**config.mk**
```make
export PLATFORM = sky130hd
export DESIGN_NAME = vending_mach
export DESIGN_NICKNAME = d
export VERILOG_FILES = /design/src/rtl/vending_mach.sv
export SDC_FILE = /design/constraint.sdc
export NUM_CORES = 1
export LEC_CHECK = 0
export CAP_MARGIN = 40
export CORE_MARGIN = 1.5
export CORE_UTILIZATION = 43
export CTS_CLUSTER_DIAMETER = 30
export DETAILED_ROUTE_END_ITERATION = 10
export PLACE_DENSITY = 0.72
export SLEW_MARGIN = 20
export SYNTH_ARGS = -nofsm -noshare
export SYNTH_HDL_FRONTEND = slang
export SYNTH_SLANG_ARGS = --single-unit
export TNS_END_PERCENT = 20
```
**constraint.sdc**
```tcl
create_clock -name clk -period 2.7 [get_ports clk]
set_input_delay 0.675 -clock clk [delete_from_list [all_inputs] [get_ports clk]]
set_output_delay 0.675 -clock clk [all_outputs]
set_load 0.01 [all_outputs]
```
**src/rtl/vending_mach.sv**
```systemverilog
// Three-product vending controller: select a product, collect Rs 5/10 coins,
// then dispense with change or refund on cancel. Tracks per-product stock.
module vending_mach #(
  parameter int unsigned PRICE_LEMON = 20,
  parameter int unsigned PRICE_SODA  = 15,
  parameter int unsigned PRICE_WATER = 10
) (
  input  logic       clk,
  input  logic       reset,
  input  logic       Fiverupee,
  input  logic       Tenrupee,
  input  logic       Lemonwater,
  input  logic       Sodabottle,
  input  logic       Waterbottle,
  input  logic       cancel,
  input  logic [4:0] Lemonwater_added,
  input  logic [4:0] Sodabottle_added,
  input  logic [4:0] Waterbottle_added,
  output logic [4:0] Lemonwater_available,
  output logic [4:0] Sodabottle_available,
  output logic [4:0] Waterbottle_available,
  output logic [4:0] coincount,
  output logic [1:0] product,
  output logic       give,
  output logic [4:0] change
);

  localparam logic [4:0] PriceLemon = 5'(PRICE_LEMON);
  localparam logic [4:0] PriceSoda  = 5'(PRICE_SODA);
  localparam logic [4:0] PriceWater = 5'(PRICE_WATER);

  localparam logic [1:0] ProdNone  = 2'b00;
  localparam logic [1:0] ProdLemon = 2'b01;
  localparam logic [1:0] ProdSoda  = 2'b10;
  localparam logic [1:0] ProdWater = 2'b11;

  typedef enum logic [1:0] {StIdle, StCollect, StDispense, StRefund} state_e;

  state_e     state_q, state_d;
  logic [4:0] coin_q, coin_d;
  logic [4:0] change_q, change_d;
  logic [1:0] prod_q, prod_d;
  logic       give_q, give_d;
  logic [4:0] coin_add, coin_sum, price_sel;
  logic [4:0] stock_lemon_q, stock_soda_q, stock_water_q;
  logic       dec_lemon, dec_soda, dec_water;

  // Price of the latched product and this cycle's coin credit.
  always_comb begin
    price_sel = 5'd0;
    case (prod_q)
      ProdLemon: price_sel = PriceLemon;
      ProdSoda:  price_sel = PriceSoda;
      ProdWater: price_sel = PriceWater;
      default:   price_sel = 5'd0;
    endcase
    coin_add = (Fiverupee ? 5'd5 : 5'd0) + (Tenrupee ? 5'd10 : 5'd0);
    coin_sum = coin_q + coin_add;
  end

  // Next-state and registered-output logic.
  always_comb begin
    state_d   = state_q;
    coin_d    = coin_q;
    prod_d    = prod_q;
    give_d    = 1'b0;
    change_d  = 5'd0;
    dec_lemon = 1'b0;
    dec_soda  = 1'b0;
    dec_water = 1'b0;
    case (state_q)
      StIdle: begin
        coin_d = 5'd0;
        prod_d = ProdNone;
        // Selects for empty products drop out before priority resolution.
        if (Lemonwater && (stock_lemon_q != 5'd0)) begin
          prod_d  = ProdLemon;
          state_d = StCollect;
        end else if (Sodabottle && (stock_soda_q != 5'd0)) begin
          prod_d  = ProdSoda;
          state_d = StCollect;
        end else if (Waterbottle && (stock_water_q != 5'd0)) begin
          prod_d  = ProdWater;
          state_d = StCollect;
        end
      end
      StCollect: begin
        if (cancel) begin
          // Cancel wins over coins arriving in the same cycle.
          change_d = coin_q;
          state_d  = StRefund;
        end else begin
          coin_d = coin_sum;
          if (coin_sum >= price_sel) begin
            give_d    = 1'b1;
            change_d  = coin_sum - price_sel;
            state_d   = StDispense;
            dec_lemon = (prod_q == ProdLemon);
            dec_soda  = (prod_q == ProdSoda);
            dec_water = (prod_q == ProdWater);
          end
        end
      end
      StDispense, StRefund: begin
        state_d = StIdle;
        coin_d  = 5'd0;
        prod_d  = ProdNone;
      end
      default: begin
        state_d = StIdle;
        coin_d  = 5'd0;
        prod_d  = ProdNone;
      end
    endcase
  end

  // Transaction state and outputs; reset discards any coins without refund.
  always_ff @(posedge clk or posedge reset) begin
    if (reset) begin
      state_q  <= StIdle;
      coin_q   <= 5'd0;
      prod_q   <= ProdNone;
      give_q   <= 1'b0;
      change_q <= 5'd0;
    end else begin
      state_q  <= state_d;
      coin_q   <= coin_d;
      prod_q   <= prod_d;
      give_q   <= give_d;
      change_q <= change_d;
    end
  end

  // Stock loads from *_added on every clock while reset is held.
  always_ff @(posedge clk) begin
    if (reset) begin
      stock_lemon_q <= Lemonwater_added;
      stock_soda_q  <= Sodabottle_added;
      stock_water_q <= Waterbottle_added;
    end else begin
      if (dec_lemon) stock_lemon_q <= stock_lemon_q - 5'd1;
      if (dec_soda)  stock_soda_q  <= stock_soda_q - 5'd1;
      if (dec_water) stock_water_q <= stock_water_q - 5'd1;
    end
  end

  assign Lemonwater_available  = stock_lemon_q;
  assign Sodabottle_available  = stock_soda_q;
  assign Waterbottle_available = stock_water_q;
  assign coincount             = coin_q;
  assign product               = prod_q;
  assign give                  = give_q;
  assign change                = change_q;

endmodule

```
==> results of run 1 <==
==> cell usage in the layout, fill, tap and decap left out, types with 3 or more instances in the layout <==
cell              n
edfxtp_1         15
xnor2_1           8
nor3_1            5
nor2_1            9
clkbuf_8          6
nand2b_1          5
a21oi_2           5
a21oi_1           7
o21ai_0           9
nand3_1           4
xor2_1            4
dfrtp_1          15
nor2b_1           3
ha_4              3
o31ai_1           3
inv_1            19
mux2_2            3
buf_4            28
nand2_1          17
clkdlybuf4s50_1  48
o21ai_1           6
ha_1             11
==> worst max-delay path: cells and delay by family <==
family	cells	cell delay, ns
and+or+nand+nor	3	0.30
AOI/OAI and AO/OA	4	0.66
buffers and inverters	2	0.15
adders and majority gates	3	0.73
xor gates and xnor gates	1	0.15
==> metal layers <==
layer	up-vias	global-route usage [%]
met4	0	7.41
met2	64	34.5
li1	827	-
met1	789	26.9
met5	-	0
met3	11	4.68
==> power groups by stage <==
stage	sequential, mW	combinational [mW]	clock [mW]
2_1_floorplan	0.749	0.879	0
3_3_place_gp	0.720	1.57	0
3_5_place_dp	0.722	1.59	0
4_1_cts	0.719	1.80	0.374
5_1_grt	0.736	1.99	0.395
6_report	0.721	1.84	0.365
==> worst max-delay path by stage <==
stage,end,slack (ns),cells past startpoint
finish,Lemonwater_available[3],-0.008,13
CTS,Sodabottle_available[3],0.002,13
global placement,Sodabottle_available[0],-0.73,12
detailed placement,Lemonwater_available[3],-0.80,13
global route,Lemonwater_available[3],-0.15,13
floorplan,Lemonwater_available[0],-0.13,12
==> cell families (layout without fill, tap and decap cells) <==
kind of cell,Yosys count,in the layout
and+or+nand+nor,51,51
AOI/OAI and AO/OA,47,47
DFF,30,30
buffers and inverters,27,108
adders and majority gates,17,17
xor gates and xnor gates,12,12
muxes,6,6
==> area by class of cell <==
type / count / area [um2]
Clock buffer: 7 / 86.3
Clock inverter: 1 / 5.00
Fill cell: 328 / 1230
Inverter: 21 / 78.8
Multi-Input combinational cell: 133 / 1070
Sequential cell: 30 / 826
Tap cell: 50 / 62.6
Timing Repair Buffer: 79 / 722
==> sequential cells by signal (all words and copies together), names as in the netlist <==
name,flops
Lemonwater_available,5
Sodabottle_available,5
Waterbottle_available,5
change,5
coincount,5
give,1
product,2
state_q,2
==> what timing repair did <==
item                                    in CTS  in global routing
pin swaps                                   16                  7
resized for setup                           23                  5
buffers inserted                             9                  0
cloned                                       0                  0
endpoints found under the setup margin      23                 20
==> reports/results.tsv, run 1 <==
metric	value	unit
cp-start-kind	input pin	
grt_max_degree	21	
synth_compound_area_share	16.0	%
clockBufferDepth	2	
yosys.area.top_type	edfxtp_1	
clk_pin_slew_worst_paths	0.06	ns
p_per_area	1030	mW/mm2
synth-simple-area-share	13.3	%
combPwrFrac	62.9	%
crit_chain	buf_8, ha_4, inv_2, fa_2, nor2b_2, o21ai_2, nand2_1, xor2_1, ha_1, a21oi_2, nor2_2, a21oi_4, o31ai_4	
power.leakage	1.21	nW
hold_viol_final	0	
synth_edf_count	15	
dr_wl_met2	2.28	mm
port_buffers	50	
hp-class	register to register	
wl_met3	279	um
synth_top_area_share	24.0	%
yosys.area_share.adder	12.1	%
yosysSeqAreaShare	44.1	%
r2r_cells	12	
root_buffer	clkbuf_8	
worst_pin_slew	0.634	ns
reg2reg_slack	0.05	ns
yosys_warnings	0	
synth_cells	190	
failed_checks	setup timing	
cts_tree	built	
drt_iter0_markers	54	
ys_ff_latch	30	
power.switching	1.19	mW
status	complete, but fails checks	
max_stage_delay	0.36	ns
drive_gt1_share	24.4	%
wl_per_cell	15.1	um
finalPower	2.93	mW
routed.top_layer	met4	
firstDrtPassIters	4	
pwr-share-clk	12.4	%
final_util	69.8	%
hp-start	state_q[1]	
final_area	0.00285	mm2
cts.htree.levels	2	
grt_pass1_wl	7.96	mm
die_area	0.00476	mm2
synth_nets	230	
io_pins	51	
vdd_drop_max	0.715	mV
worstSetupStartpoint	Fiverupee	
gp_congestion	0.777	
vias_per_cell	5.27	
slew_violations	0	
cp_slowest_cell	ha_1	
setup_ws	-0.00812	ns
postCtsHoldBufs	0	
relSlewSlack	57.2	%
synth_xor_area_share	5.61	%
holdPathEnd	product[1]	
fp-row-count	23	
setup_violations	5	
hold-worst-slack	0.510	ns
holdPathStages	1	
switching_share	40.7	%
yosys_most_used_dff	edfxtp_1	
async_flop_share	50.0	%
period_needed	2.71	ns
crit_type	input pin to register	
synth_top_family_by_area	compound AO/OA/AOI/OAI gates	
insertion_delay	0.28	ns
fmax	0.369	GHz
initial_core_util	45.9	%
placed_area	0.00260	mm2
synthMuxAreaShare	3.47	%
crit_fanout	5	
ys_types	36	
reg2reg_from	coincount[0]	
drv_cap	0	
antenna_found_initial	0	
nets	310	
worst-endpoint-arrival	2.66	ns
avgSynthCellArea	9.86	um2
wl_met1	2.19	mm
drtAntennaViolNets	0	
core_area	0.00409	mm2
syn-cell-area	0.00187	mm2
syn2layout_area_growth	52.1	%
dp_hpwl	3.43	mm
pre_cts_ws	-0.804	ns
grt_pass1_vias	1703	
yosysMostFrequentCell	inv_1	
vias	1691	
finalCritPeriodShare	100	%
n_antenna_cell	0	
drc_errors	0	
cts.sinks	30	
seqPwrFrac	24.6	%
synth_common_cells	inv_1 (21), nand2_1 (17), dfrtp_1 (15), edfxtp_1 (15), ha_1 (15)	
grt_overflow	0	
die_h	69.0	um
synth_area_leaders	edfxtp_1 (24%), dfrtp_1 (20%), ha_1 (10%)	
p_int	1.74	mW
setup_tns	-0.0398	ns
cts_buffers	5	
r2r-end	Lemonwater_available[3]	
grt_usage	20.9	%
final_cells	321	
rsz0062_at_grt	true	
finalClockSkew	0.00356	ns
drt-total-wl	4.84	mm
dpl.cell_count	304	
endpoint_kind	register	
crit_required	2.65	ns
die_w	69.0	um
No activity file was read; power rests on OpenSTA's default activity.
==> run 2, diff against run 1 <==
RECOVER_POWER = 50   (was not set)
==> run 2 against run 1 <==
Compared with the run above:
- the run still ends with setup timing left
- power fell by 0.15%
- die area unchanged
- flip-flop and latch count stayed put
- critical path depth did not move
- global-route usage is the same
- critical path type unchanged
- highest routed layer unchanged
==> reports/results.tsv, run 2 (synthesis results as in run 1) <==
metric	value	unit	change
status	complete, but fails checks		
failed_checks	setup timing		
crit_type	input pin to register		
cp_slowest_cell	ha_1		
io_pins	51		unchanged
dp_hpwl	3.43	mm	unchanged
setup_ws	-0.00443	ns	+0.00370 ns
hold_viol_final	0		unchanged
endpoint_kind	register		
n_antenna_cell	0		unchanged
firstDrtPassIters	4		unchanged
final_util	69.5	%	-0.28 points
clockBufferDepth	2		unchanged
cp-start-kind	input pin		
vdd_drop_max	0.713	mV	-0.26%
insertion_delay	0.28	ns	about the same
cts.sinks	30		unchanged
finalCritPeriodShare	100	%	-0.14 points
relSlewSlack	46.2	%	-11 points
crit_required	2.65	ns	about the same
initial_core_util	45.9	%	unchanged
nets	310		unchanged
syn2layout_area_growth	51.5	%	
wl_per_cell	15.1	um	+0.25%
fmax	0.370	GHz	+0.14%
grt_pass1_vias	1703		unchanged
setup_tns	-0.0214	ns	+0.0185 ns
drc_errors	0		unchanged
postCtsHoldBufs	0		unchanged
worst_pin_slew	0.807	ns	+0.173 ns
vias_per_cell	5.28		+0.24%
cts_buffers	5		unchanged
die_h	69.0	um	unchanged
die_w	69.0	um	unchanged
layout_common_cells	clkdlybuf4s50_1 (47), buf_4 (25), inv_1 (19)		
clk_pin_slew_worst_paths	0.06	ns	about the same
worst-path-buf-inv	2		unchanged
grt_overflow	0		unchanged
drt_iter0_markers	73		+35%
vias	1695		+0.24%
period_needed	2.70	ns	-0.00370 ns
rsz0062_at_grt	true		
fp-row-count	23		unchanged
drt-total-wl	4.85	mm	+0.25%
drtAntennaViolNets	0		unchanged
final_common_cell	clkdlybuf4s50_1		
cts.htree.levels	2		unchanged
core_area	0.00409	mm2	unchanged
drv_cap	0		unchanged
grt_usage	20.9	%	unchanged
p_per_area	1030	mW/mm2	+0.24%
port_buffers	50		unchanged
drive_gt1_share	23.2	%	-1.1 points
crit_fanout	5		unchanged
die_area	0.00476	mm2	unchanged
power.leakage	1.20	nW	-0.88%
hold-worst-slack	0.513	ns	+0.00322 ns
root_buffer	clkbuf_8		
slew_violations	0		unchanged
grt_pass1_wl	7.96	mm	unchanged
cp_top_family	adder cells		
antenna_found_initial	0		unchanged
finalClockSkew	0.00365	ns	+0.0000851 ns
setup_violations	5		unchanged
hp-class	register to register		
crit_chain	buf_8, ha_4, inv_2, fa_2, nor2b_2, o21ai_2, nand2_1, xor2_1, ha_1, a21oi_2, nor2_2, a21oi_4, o31ai_4		
gp_congestion	0.777		unchanged
grt_max_degree	21		unchanged
worst-endpoint-arrival	2.66	ns	about the same
cts_tree	built		
max_stage_delay	0.36	ns	about the same
run 2: cell count changes in the layout (fill, tap and decap cells not counted):
| cell | delta |
|---|---|
| buf_4 | -3 |
| clkbuf_1 | +3 |
| clkdlybuf4s50_1 | -1 |
| dlygate4sd3_1 | +1 |
| o21ai_0 | +4 |
| o21ai_1 | -4 |
run 2: metal layers:
layer / global-route usage (%) / part of all wire (%) / routed length [um] / vias up
li1: - / - / - / 827
met1: 26.9 / 45 / 2190 / 795
met2: 34.5 / 47 / 2290 / 64
met3: 4.68 / 5.9 / 284 / 9
met4: 7.41 / 1.8 / 85 / 0
met5: 0 / 0 / 0 / -
run 2: worst paths after layout:
| check | start | end | slack, ns | cells past startpoint |
|---|---|---|---|---|
| min in group asynchronous | reset | product[1] | 0.85 | 2 |
| hold reg to reg | state_q[1] | product[1] | 0.51 | 1 |
| hold / removal | state_q[1] | product[1] | 0.51 | 1 |
| setup reg to reg | coincount[0] | Lemonwater_available[3] | 0.05 | 12 |
| setup / recovery | Fiverupee | Lemonwater_available[3] | -0.004 | 13 |
| max in group asynchronous | reset | give | 1.01 | 3 |
run 2: stage by stage:
stage / cell area [um2] / std cells / power, mW / setup WS (ns)
after floorplan: 1910 / 190 / 1.63 / -0.130
after global placement: 2600 / 304 / 2.29 / -0.726
after detailed placement: 2600 / 304 / 2.32 / -0.804
after CTS: 2840 / 321 / 2.89 / 0.00203
after global routing: 2840 / 321 / 3.12 / -0.148
final: 2840 / 321 / 2.93 / -0.00443
run 2: power breakdown:
| group | leakage [nW] | internal (mW) | switching [mW] | total [mW] |
|---|---|---|---|---|
| registers | 0.347 | 0.607 | 0.115 | 0.722 |
| clock network | 0.0482 | 0.205 | 0.160 | 0.365 |
| logic | 0.808 | 0.923 | 0.916 | 1.84 |
run 2: final cells by class:
type,count,area (um2)
clock buffer,7,86.3
clock inverter,1,5.00
fill,331,1250
inverter,21,78.8
multi-input combinational,133,1070
sequential,30,826
tap,50,62.6
timing repair buffer,79,711
run 2: what timing repair did:
item,in CTS,in global routing
buffers inserted,9,0
gates resized for setup,23,5
setup endpoints to repair,23,20
cloned,0,0
pin swaps,16,7
